<file path="src/rtl/dut_seq_pkg.sv">
// Shared widths, state codes and helpers for the vector sequencer slice.
package dut_seq_pkg;

   localparam int DEF_DUT_WIDTH  = 32;
   localparam int DEF_ADDR_WIDTH = 8;
   localparam int DEF_SETTLE_W   = 8;
   localparam int DEF_CNT_W      = 16;

   // Cycles per vector with zero extra settle: FETCH, LOAD, SETTLE, CAPTURE, NEXT.
   localparam int PERIOD_BASE = 5;

   typedef logic [2:0] seq_state_t;

   localparam seq_state_t ST_IDLE    = 3'd0;
   localparam seq_state_t ST_FETCH   = 3'd1;
   localparam seq_state_t ST_LOAD    = 3'd2;
   localparam seq_state_t ST_SETTLE  = 3'd3;
   localparam seq_state_t ST_CAPTURE = 3'd4;
   localparam seq_state_t ST_NEXT    = 3'd5;
   localparam seq_state_t ST_DONE    = 3'd6;

   function automatic logic is_busy_state(input seq_state_t s);
      return (s != ST_IDLE) && (s != ST_DONE);
   endfunction

endpackage

</file>
<file path="src/rtl/dut_seq_checker.sv">
// Masked response compare with a saturating mismatch counter and
// capture of the first failing vector address of a run.
module dut_seq_checker
   import dut_seq_pkg::*;
#(
   parameter int DUT_WIDTH  = DEF_DUT_WIDTH,
   parameter int ADDR_WIDTH = DEF_ADDR_WIDTH,
   parameter int CNT_W      = DEF_CNT_W
) (
   input  logic                  ACLK,
   input  logic                  ARESET,
   input  logic                  clear,
   input  logic                  capture,
   input  logic [DUT_WIDTH-1:0]  sample,
   input  logic [DUT_WIDTH-1:0]  expected,
   input  logic [DUT_WIDTH-1:0]  dir_mask,
   input  logic [ADDR_WIDTH-1:0] addr,
   output logic [CNT_W-1:0]      mismatch_count,
   output logic [ADDR_WIDTH-1:0] first_fail_addr
);

   logic [DUT_WIDTH-1:0]  bit_fail;
   logic                  fail;
   logic                  seen_fail_reg;
   logic [CNT_W-1:0]      mismatch_count_reg;
   logic [ADDR_WIDTH-1:0] first_fail_addr_reg;

   // Pins driven by the tester are never judged against the expected data.
   genvar gi;
   generate
      for (gi = 0; gi < DUT_WIDTH; gi++) begin : g_bit
         assign bit_fail[gi] = ~dir_mask[gi] & (sample[gi] ^ expected[gi]);
      end
   endgenerate

   assign fail = capture & (|bit_fail);

   always_ff @(posedge ACLK or posedge ARESET) begin
      if (ARESET) begin
         seen_fail_reg       <= 1'b0;
         mismatch_count_reg  <= '0;
         first_fail_addr_reg <= '0;
      end else if (clear) begin
         seen_fail_reg       <= 1'b0;
         mismatch_count_reg  <= '0;
         first_fail_addr_reg <= '0;
      end else if (fail) begin
         if (~&mismatch_count_reg)
            mismatch_count_reg <= mismatch_count_reg + 1'b1;
         if (!seen_fail_reg) begin
            seen_fail_reg       <= 1'b1;
            first_fail_addr_reg <= addr;
         end
      end
   end

   assign mismatch_count  = mismatch_count_reg;
   assign first_fail_addr = first_fail_addr_reg;

endmodule

</file>
<file path="src/rtl/dut_vector_sequencer.sv">
// Applies stored vectors to the DUT pins, waits a settle time, captures the
// response into the result RAM and checks it against the expected RAM.
module dut_vector_sequencer
   import dut_seq_pkg::*;
#(
   parameter int DUT_WIDTH  = DEF_DUT_WIDTH,
   parameter int ADDR_WIDTH = DEF_ADDR_WIDTH,
   parameter int SETTLE_W   = DEF_SETTLE_W,
   parameter int CNT_W      = DEF_CNT_W
) (
   input  logic                  ACLK,
   input  logic                  ARESET,
   input  logic                  go,
   input  logic [DUT_WIDTH-1:0]  cfg_dir_mask,
   input  logic [ADDR_WIDTH:0]   cfg_burst_size,
   input  logic [SETTLE_W-1:0]   cfg_settle,
   input  logic                  cfg_loop,
   output logic                  vec_rd_en,
   output logic [ADDR_WIDTH-1:0] vec_addr,
   input  logic [DUT_WIDTH-1:0]  vec_rd_data,
   input  logic [DUT_WIDTH-1:0]  exp_rd_data,
   output logic                  res_wr_en,
   output logic [ADDR_WIDTH-1:0] res_addr,
   output logic [DUT_WIDTH-1:0]  res_wr_data,
   output logic [DUT_WIDTH-1:0]  dut_out,
   output logic [DUT_WIDTH-1:0]  dut_oe,
   input  logic [DUT_WIDTH-1:0]  dut_in,
   output logic                  busy,
   output logic                  finished,
   output logic [CNT_W-1:0]      mismatch_count,
   output logic [ADDR_WIDTH-1:0] first_fail_addr,
   output logic [CNT_W-1:0]      round_count
);

   localparam logic [ADDR_WIDTH:0] DEPTH_VAL = {1'b1, {ADDR_WIDTH{1'b0}}};

   seq_state_t            state_reg, state_next;
   logic [ADDR_WIDTH-1:0] addr_reg, last_addr_reg;
   logic [DUT_WIDTH-1:0]  dir_mask_reg, exp_reg, dut_out_reg, dut_oe_reg;
   logic [SETTLE_W-1:0]   settle_cfg_reg, settle_cnt_reg;
   logic                  loop_reg;
   logic [CNT_W-1:0]      round_reg;
   logic [ADDR_WIDTH:0]   burst_clamped, last_full;
   logic                  last_vec, start, capture;

   assign burst_clamped = (cfg_burst_size > DEPTH_VAL) ? DEPTH_VAL : cfg_burst_size;
   assign last_full     = burst_clamped - 1'b1;
   assign last_vec      = (addr_reg == last_addr_reg);
   assign start         = (state_reg == ST_IDLE) && go;
   assign capture       = (state_reg == ST_CAPTURE);

   always_comb begin
      state_next = state_reg;
      case (state_reg)
         ST_IDLE:    if (go) state_next = (burst_clamped == '0) ? ST_DONE : ST_FETCH;
         ST_FETCH:   state_next = ST_LOAD;
         ST_LOAD:    state_next = ST_SETTLE;
         ST_SETTLE:  if (settle_cnt_reg == '0) state_next = ST_CAPTURE;
         ST_CAPTURE: state_next = ST_NEXT;
         ST_NEXT:    state_next = (last_vec && !loop_reg) ? ST_DONE : ST_FETCH;
         ST_DONE:    if (!go) state_next = ST_IDLE;
         default:    state_next = ST_IDLE;
      endcase
      // Dropping go is the abort path from every active state, loop mode included.
      if (is_busy_state(state_reg) && !go)
         state_next = ST_IDLE;
   end

   always_ff @(posedge ACLK or posedge ARESET) begin
      if (ARESET) begin
         state_reg      <= ST_IDLE;
         addr_reg       <= '0;
         last_addr_reg  <= '0;
         dir_mask_reg   <= '0;
         exp_reg        <= '0;
         dut_out_reg    <= '0;
         dut_oe_reg     <= '0;
         settle_cfg_reg <= '0;
         settle_cnt_reg <= '0;
         loop_reg       <= 1'b0;
         round_reg      <= '0;
      end else begin
         state_reg <= state_next;
         case (state_reg)
            ST_IDLE: if (go) begin
               dir_mask_reg   <= cfg_dir_mask;
               settle_cfg_reg <= cfg_settle;
               loop_reg       <= cfg_loop;
               last_addr_reg  <= last_full[ADDR_WIDTH-1:0];
               addr_reg       <= '0;
               round_reg      <= '0;
            end
            ST_LOAD: begin
               dut_out_reg    <= vec_rd_data;
               dut_oe_reg     <= dir_mask_reg;
               exp_reg        <= exp_rd_data;
               settle_cnt_reg <= settle_cfg_reg;
            end
            ST_SETTLE: if (settle_cnt_reg != '0) settle_cnt_reg <= settle_cnt_reg - 1'b1;
            ST_NEXT: if (go) begin
               if (last_vec) begin
                  round_reg <= round_reg + 1'b1;
                  addr_reg  <= '0;
               end else begin
                  addr_reg  <= addr_reg + 1'b1;
               end
            end
            default: ;
         endcase
         // Release every pin whenever the engine stops, whether finished or aborted.
         if (state_next == ST_IDLE || state_next == ST_DONE)
            dut_oe_reg <= '0;
      end
   end

   dut_seq_checker #(
      .DUT_WIDTH  (DUT_WIDTH),
      .ADDR_WIDTH (ADDR_WIDTH),
      .CNT_W      (CNT_W)
   ) u_checker (
      .ACLK            (ACLK),
      .ARESET          (ARESET),
      .clear           (start),
      .capture         (capture),
      .sample          (dut_in),
      .expected        (exp_reg),
      .dir_mask        (dir_mask_reg),
      .addr            (addr_reg),
      .mismatch_count  (mismatch_count),
      .first_fail_addr (first_fail_addr)
   );

   assign vec_rd_en   = (state_reg == ST_FETCH);
   assign vec_addr    = addr_reg;
   assign res_wr_en   = capture;
   assign res_addr    = addr_reg;
   assign res_wr_data = capture ? dut_in : '0;
   assign dut_out     = dut_out_reg;
   assign dut_oe      = dut_oe_reg;
   assign busy        = is_busy_state(state_reg);
   assign finished    = (state_reg == ST_DONE);
   assign round_count = round_reg;

endmodule

</file>
<file path="config.mk">
export PLATFORM = sky130hd
export DESIGN_NAME = dut_vector_sequencer
export DESIGN_NICKNAME = d
export VERILOG_FILES = /design/src/rtl/dut_seq_pkg.sv /design/src/rtl/dut_seq_checker.sv /design/src/rtl/dut_vector_sequencer.sv
export SDC_FILE = /design/constraint.sdc
export NUM_CORES = 1
export LEC_CHECK = 0
export ABC_AREA = 1
export CAP_MARGIN = 20
export CORE_MARGIN = 2
export CORE_UTILIZATION = 48
export DETAILED_ROUTE_END_ITERATION = 6
export PLACE_DENSITY = 0.88
export SYNTH_ARGS = -nofsm -noshare
export SYNTH_HDL_FRONTEND = slang
export SYNTH_HIERARCHICAL = 1
export SYNTH_SLANG_ARGS = --single-unit
</file>
<file path="constraint.sdc">
create_clock -name ACLK -period 7.9 [get_ports ACLK]
set_input_delay 0.79 -clock ACLK [delete_from_list [all_inputs] [get_ports ACLK]]
set_output_delay 0.79 -clock ACLK [all_outputs]
set_load 0.005 [all_outputs]
</file>
==> summary.txt <==
Run status
  – Run status: complete, no violations

Logic synthesis
  – Post-synth top area share: 48.6%
  – Post-synthesis async set-or-reset flop share: 100%
  – Count of yosys warnings during synthesis: 6
  – Largest cells by area after synthesis: dfrtp_1 49%, nand2_1 13%, mux2_2 6.8%
  – Seq cells post-synth: around 200
  – Proportion of synthesized chip area in sequential cells: approximately half
  – Combined area of all synthesized cells: 10600 µm²
  – Post-synth EDFFs: 0
  – Biggest area consumer among synthesized cells: dfrtp_1
  – Library cell with the highest instance count after synthesis: nand2_1
  – Ranking of synthesized cells by instance count: 371 x nand2_1, 205 x dfrtp_1, 162 x inv_1
  – Count of mapped cells out of synthesis: ~1300
  – Net count after synthesis: 1435
  – Post-synthesis area per instance: 8.25 µm²
  – Top_reg_cell synth: dfrtp_1
  – Synth cell types: 43

STA
  – RSZ-0062 raised after global routing: no
  – Max-Slew Margin vs Limit: 33.8%
  – Worst clock skew on the final layout: about 0.016 ns
  – Fmax: about 0.31 GHz
  – Number of hold violations in the final report: 0
  – Summed negative setup slack over all endpoints: 0 ns
  – Final critical-path share of the clock period: 40.7%
  – Pins over their slew limit: 0
  – Worst Tran Pin Value: 0.992 ns
  – Minimum period implied by the final worst setup slack: 3.22 ns
  – Number of failing setup endpoints in the final timing report: 0

GRT
  – Wire length of the first global-routing pass: 48300 µm
  – Vias in the first global route: 9702
  – Maximum number of pins on one net before global-route repair: 105
  – Initial antenna violation count: 0
  – Total overflow reported by the global router: 0
  – Global-route usage over all layers: 25.3%

Final layout
  – Proportion of layout cells with a drive suffix above 1: 8.60%
  – Final core utilization: around two thirds
  – Post-synthesis to final-layout area growth: 37.6%
  – Summed area of non-filler cells in the final layout: 14500 µm²
  – Seq. cell area: 5130 µm²
  – Fill cells: approximately 1700
  – Diode count: 0
  – Area of the multi-input gates: 4540 µm²
  – Nets@finish: 1722

Routing
  – Mean routed wirelength per cell: 16.0 µm
  – Via total after detailed routing: 9653
  – DR iter-0 viols: 611
  – DR DRC count: 0
  – Antenna-violating nets left: 0
  – Iteration count of the initial detailed-routing pass: 5
  – Vias per inst: 5.18
  – Total wirelength of the detailed-routed design: 29800 µm

Setup path
  – Number of buffer and inverter stages on the critical path: 4
  – Worst-path maximum fanout: 80
  – Worst endpoint required time: 8.29 ns
  – Worst path max stage delay: 0.70 ns
  – Kind of capture point of the worst setup path: register
  – Critical-path top delay cell: inv_1
  – Kind of cell adding the most delay to the critical path: buffers and inverters
  – Element type at the critical path start: input port
  – Kind of critical path: input port to register
  – Cell mode on critical path: nand2_1
  – Cell-by-cell listing of the critical path: clkdlybuf4s50_1, inv_1, nor2_4, buf_4, inv_1, nand2_1, o21ai_0, o21a_1, nand2_1, nand2_1
  – Endpoint arrival time on the critical path: 3.61 ns

Power
  – Worst VDD drop: 0.216 mV
  – Cell-internal power: between 0.003 and 0.004 W
  – Lkg Pwr: 7.01 nW
  – Sequential Power Share: 37.3%
  – Reported net switching power: ~0.0017 W
  – Power per standard cell area: 330 nW/µm²
  – Share of total power in combinational logic: 40.3%
  – Switching power share of the total: 35.8%
  – Clock share of power: 22.4%

Die
  – Placeable core area: about 22000 µm²
  – Full die area: 23200 µm²
  – Overall die width: 152 µm
  – Starting density of the core: 48.7%
  – I/O pin count: 305
  – Die Span Y: between 150 and 200 µm
  – Number of core rows: 54

Clock tree
  – Clock input transition at the sequential cells of the worst setup and hold paths: 0.06 ns
  – Clock buffers created by TritonCTS: 23
  – Number of gates given a new drive strength after cts: 0
  – Buffer depth of the longest clock path: 3
  – H-tree depth: 1
  – Count of clock tree sinks: 205
  – Worst-skew pair later-pin latency: 0.50 ns
  – Hold Buf Count CTS: 0
  – Number of post-CTS setup repair buffers: 0
  – CTS tree: done
  – Clk Tree Root Cell: clkbuf_16

Placed design
  – Port Buffer Count: 304
  – Final GP Congestion: 0.881
  – Placed standard-cell area: 13700 µm²
  – Dpl hpwl: approximately 21000 µm

Run
  – Max-capacitance violation count: 0

Min path
  – Worst min path class: register to register
-- cells by family (layout without fill, tap and decap cells) --
kind of cell	after synthesis	after routing	synth area share, %
flip-flops	205	205	48.6
AND/OR/NAND/NOR	652	652	26.2
XOR/XNOR	17	17	1.41
adder cells (fa/ha/maj)	6	6	0.711
buffers and inverters	215	517	8.52
AO/OA/AOI/OAI	89	89	4.68
multiplexers	96	96	9.86
-- placed cells by master, fill, tap and decap left out, drive strengths merged, types with 7 or more instances in the layout --
master,count
a21oi,34
clkbuf,31
clkdlybuf4s50,304
clkinv,7
dfrtp,205
inv,167
mux2,64
mux2i,32
nand2,380
nand3,59
nand3b,10
nand4,10
nor2,156
nor3,16
o21ai,33
or2,14
xor2,12
-- power groups by stage --
| stage | Sequential [W] | Clock [W] | Combinational [W] |
|---|---|---|---|
| floorplan | 0.00173 | 0 | 0.00119 |
| global placement | 0.00177 | 0 | 0.00186 |
| detailed placement | 0.00180 | 0 | 0.00193 |
| CTS | 0.00179 | 0.00109 | 0.00194 |
| global route | 0.00184 | 0.00114 | 0.00213 |
| finish | 0.00179 | 0.00107 | 0.00193 |
-- metrics by stage --
step	hold WS (ns)	worst slack [ns]	total power, W	instances
finish	0.471	4.68	0.00479	1862
global route	0.505	4.44	0.00511	1862
CTS	0.474	4.69	0.00482	1861
detailed placement	0.463	4.21	0.00373	1821
floorplan	0.437	2.22	0.00292	1280
global placement	0.459	4.26	0.00363	1821
-- final cells by class --
class,count,share of cell area [%]
sequential,205,35.3
multi-input combinational,860,31.3
timing repair buffer,309,21.3
clock buffer,31,4.58
inverter,168,4.40
tap,280,2.41
clock inverter,9,0.672
-- layer usage --
metal / vias to the layer above / GRT usage [%] / part of all wire [%]
met5: - / 0 / 0
met4: 0 / 8.81 / 3.5
met2: 405 / 44.2 / 48
met3: 76 / 4.07 / 6.9
li1: 4601 / - / -
met1: 4571 / 32.1 / 41
-- worst reg2reg max path, cell delays in order (launching register included) --
cell      delay [ns]
dfrtp_1         0.39
inv_1           0.13
nor2_1          0.10
nand2_4         0.59
buf_4           0.74
nand2_1         0.16
nand3b_1        0.19
nand2_1         0.10
nand3_2         0.10
nand2_4         0.36
nor2_1          0.12
-- final timing paths --
path	slack, ns	cells after the start	to	startpoint
max in group asynchronous	5.67	3	dut_oe[8]	ARESET
setup reg to reg	4.76	10	dut_oe[12]	state_reg[1]
hold reg to reg	0.47	2	settle_cfg_reg[3]	settle_cfg_reg[3]
setup / recovery	4.68	10	u_checker/mismatch_count[13]	go
min in group asynchronous	0.68	2	u_checker/mismatch_count[7]	ARESET
hold / removal	0.47	2	settle_cfg_reg[3]	settle_cfg_reg[3]
(Power assumes the default switching activity.)
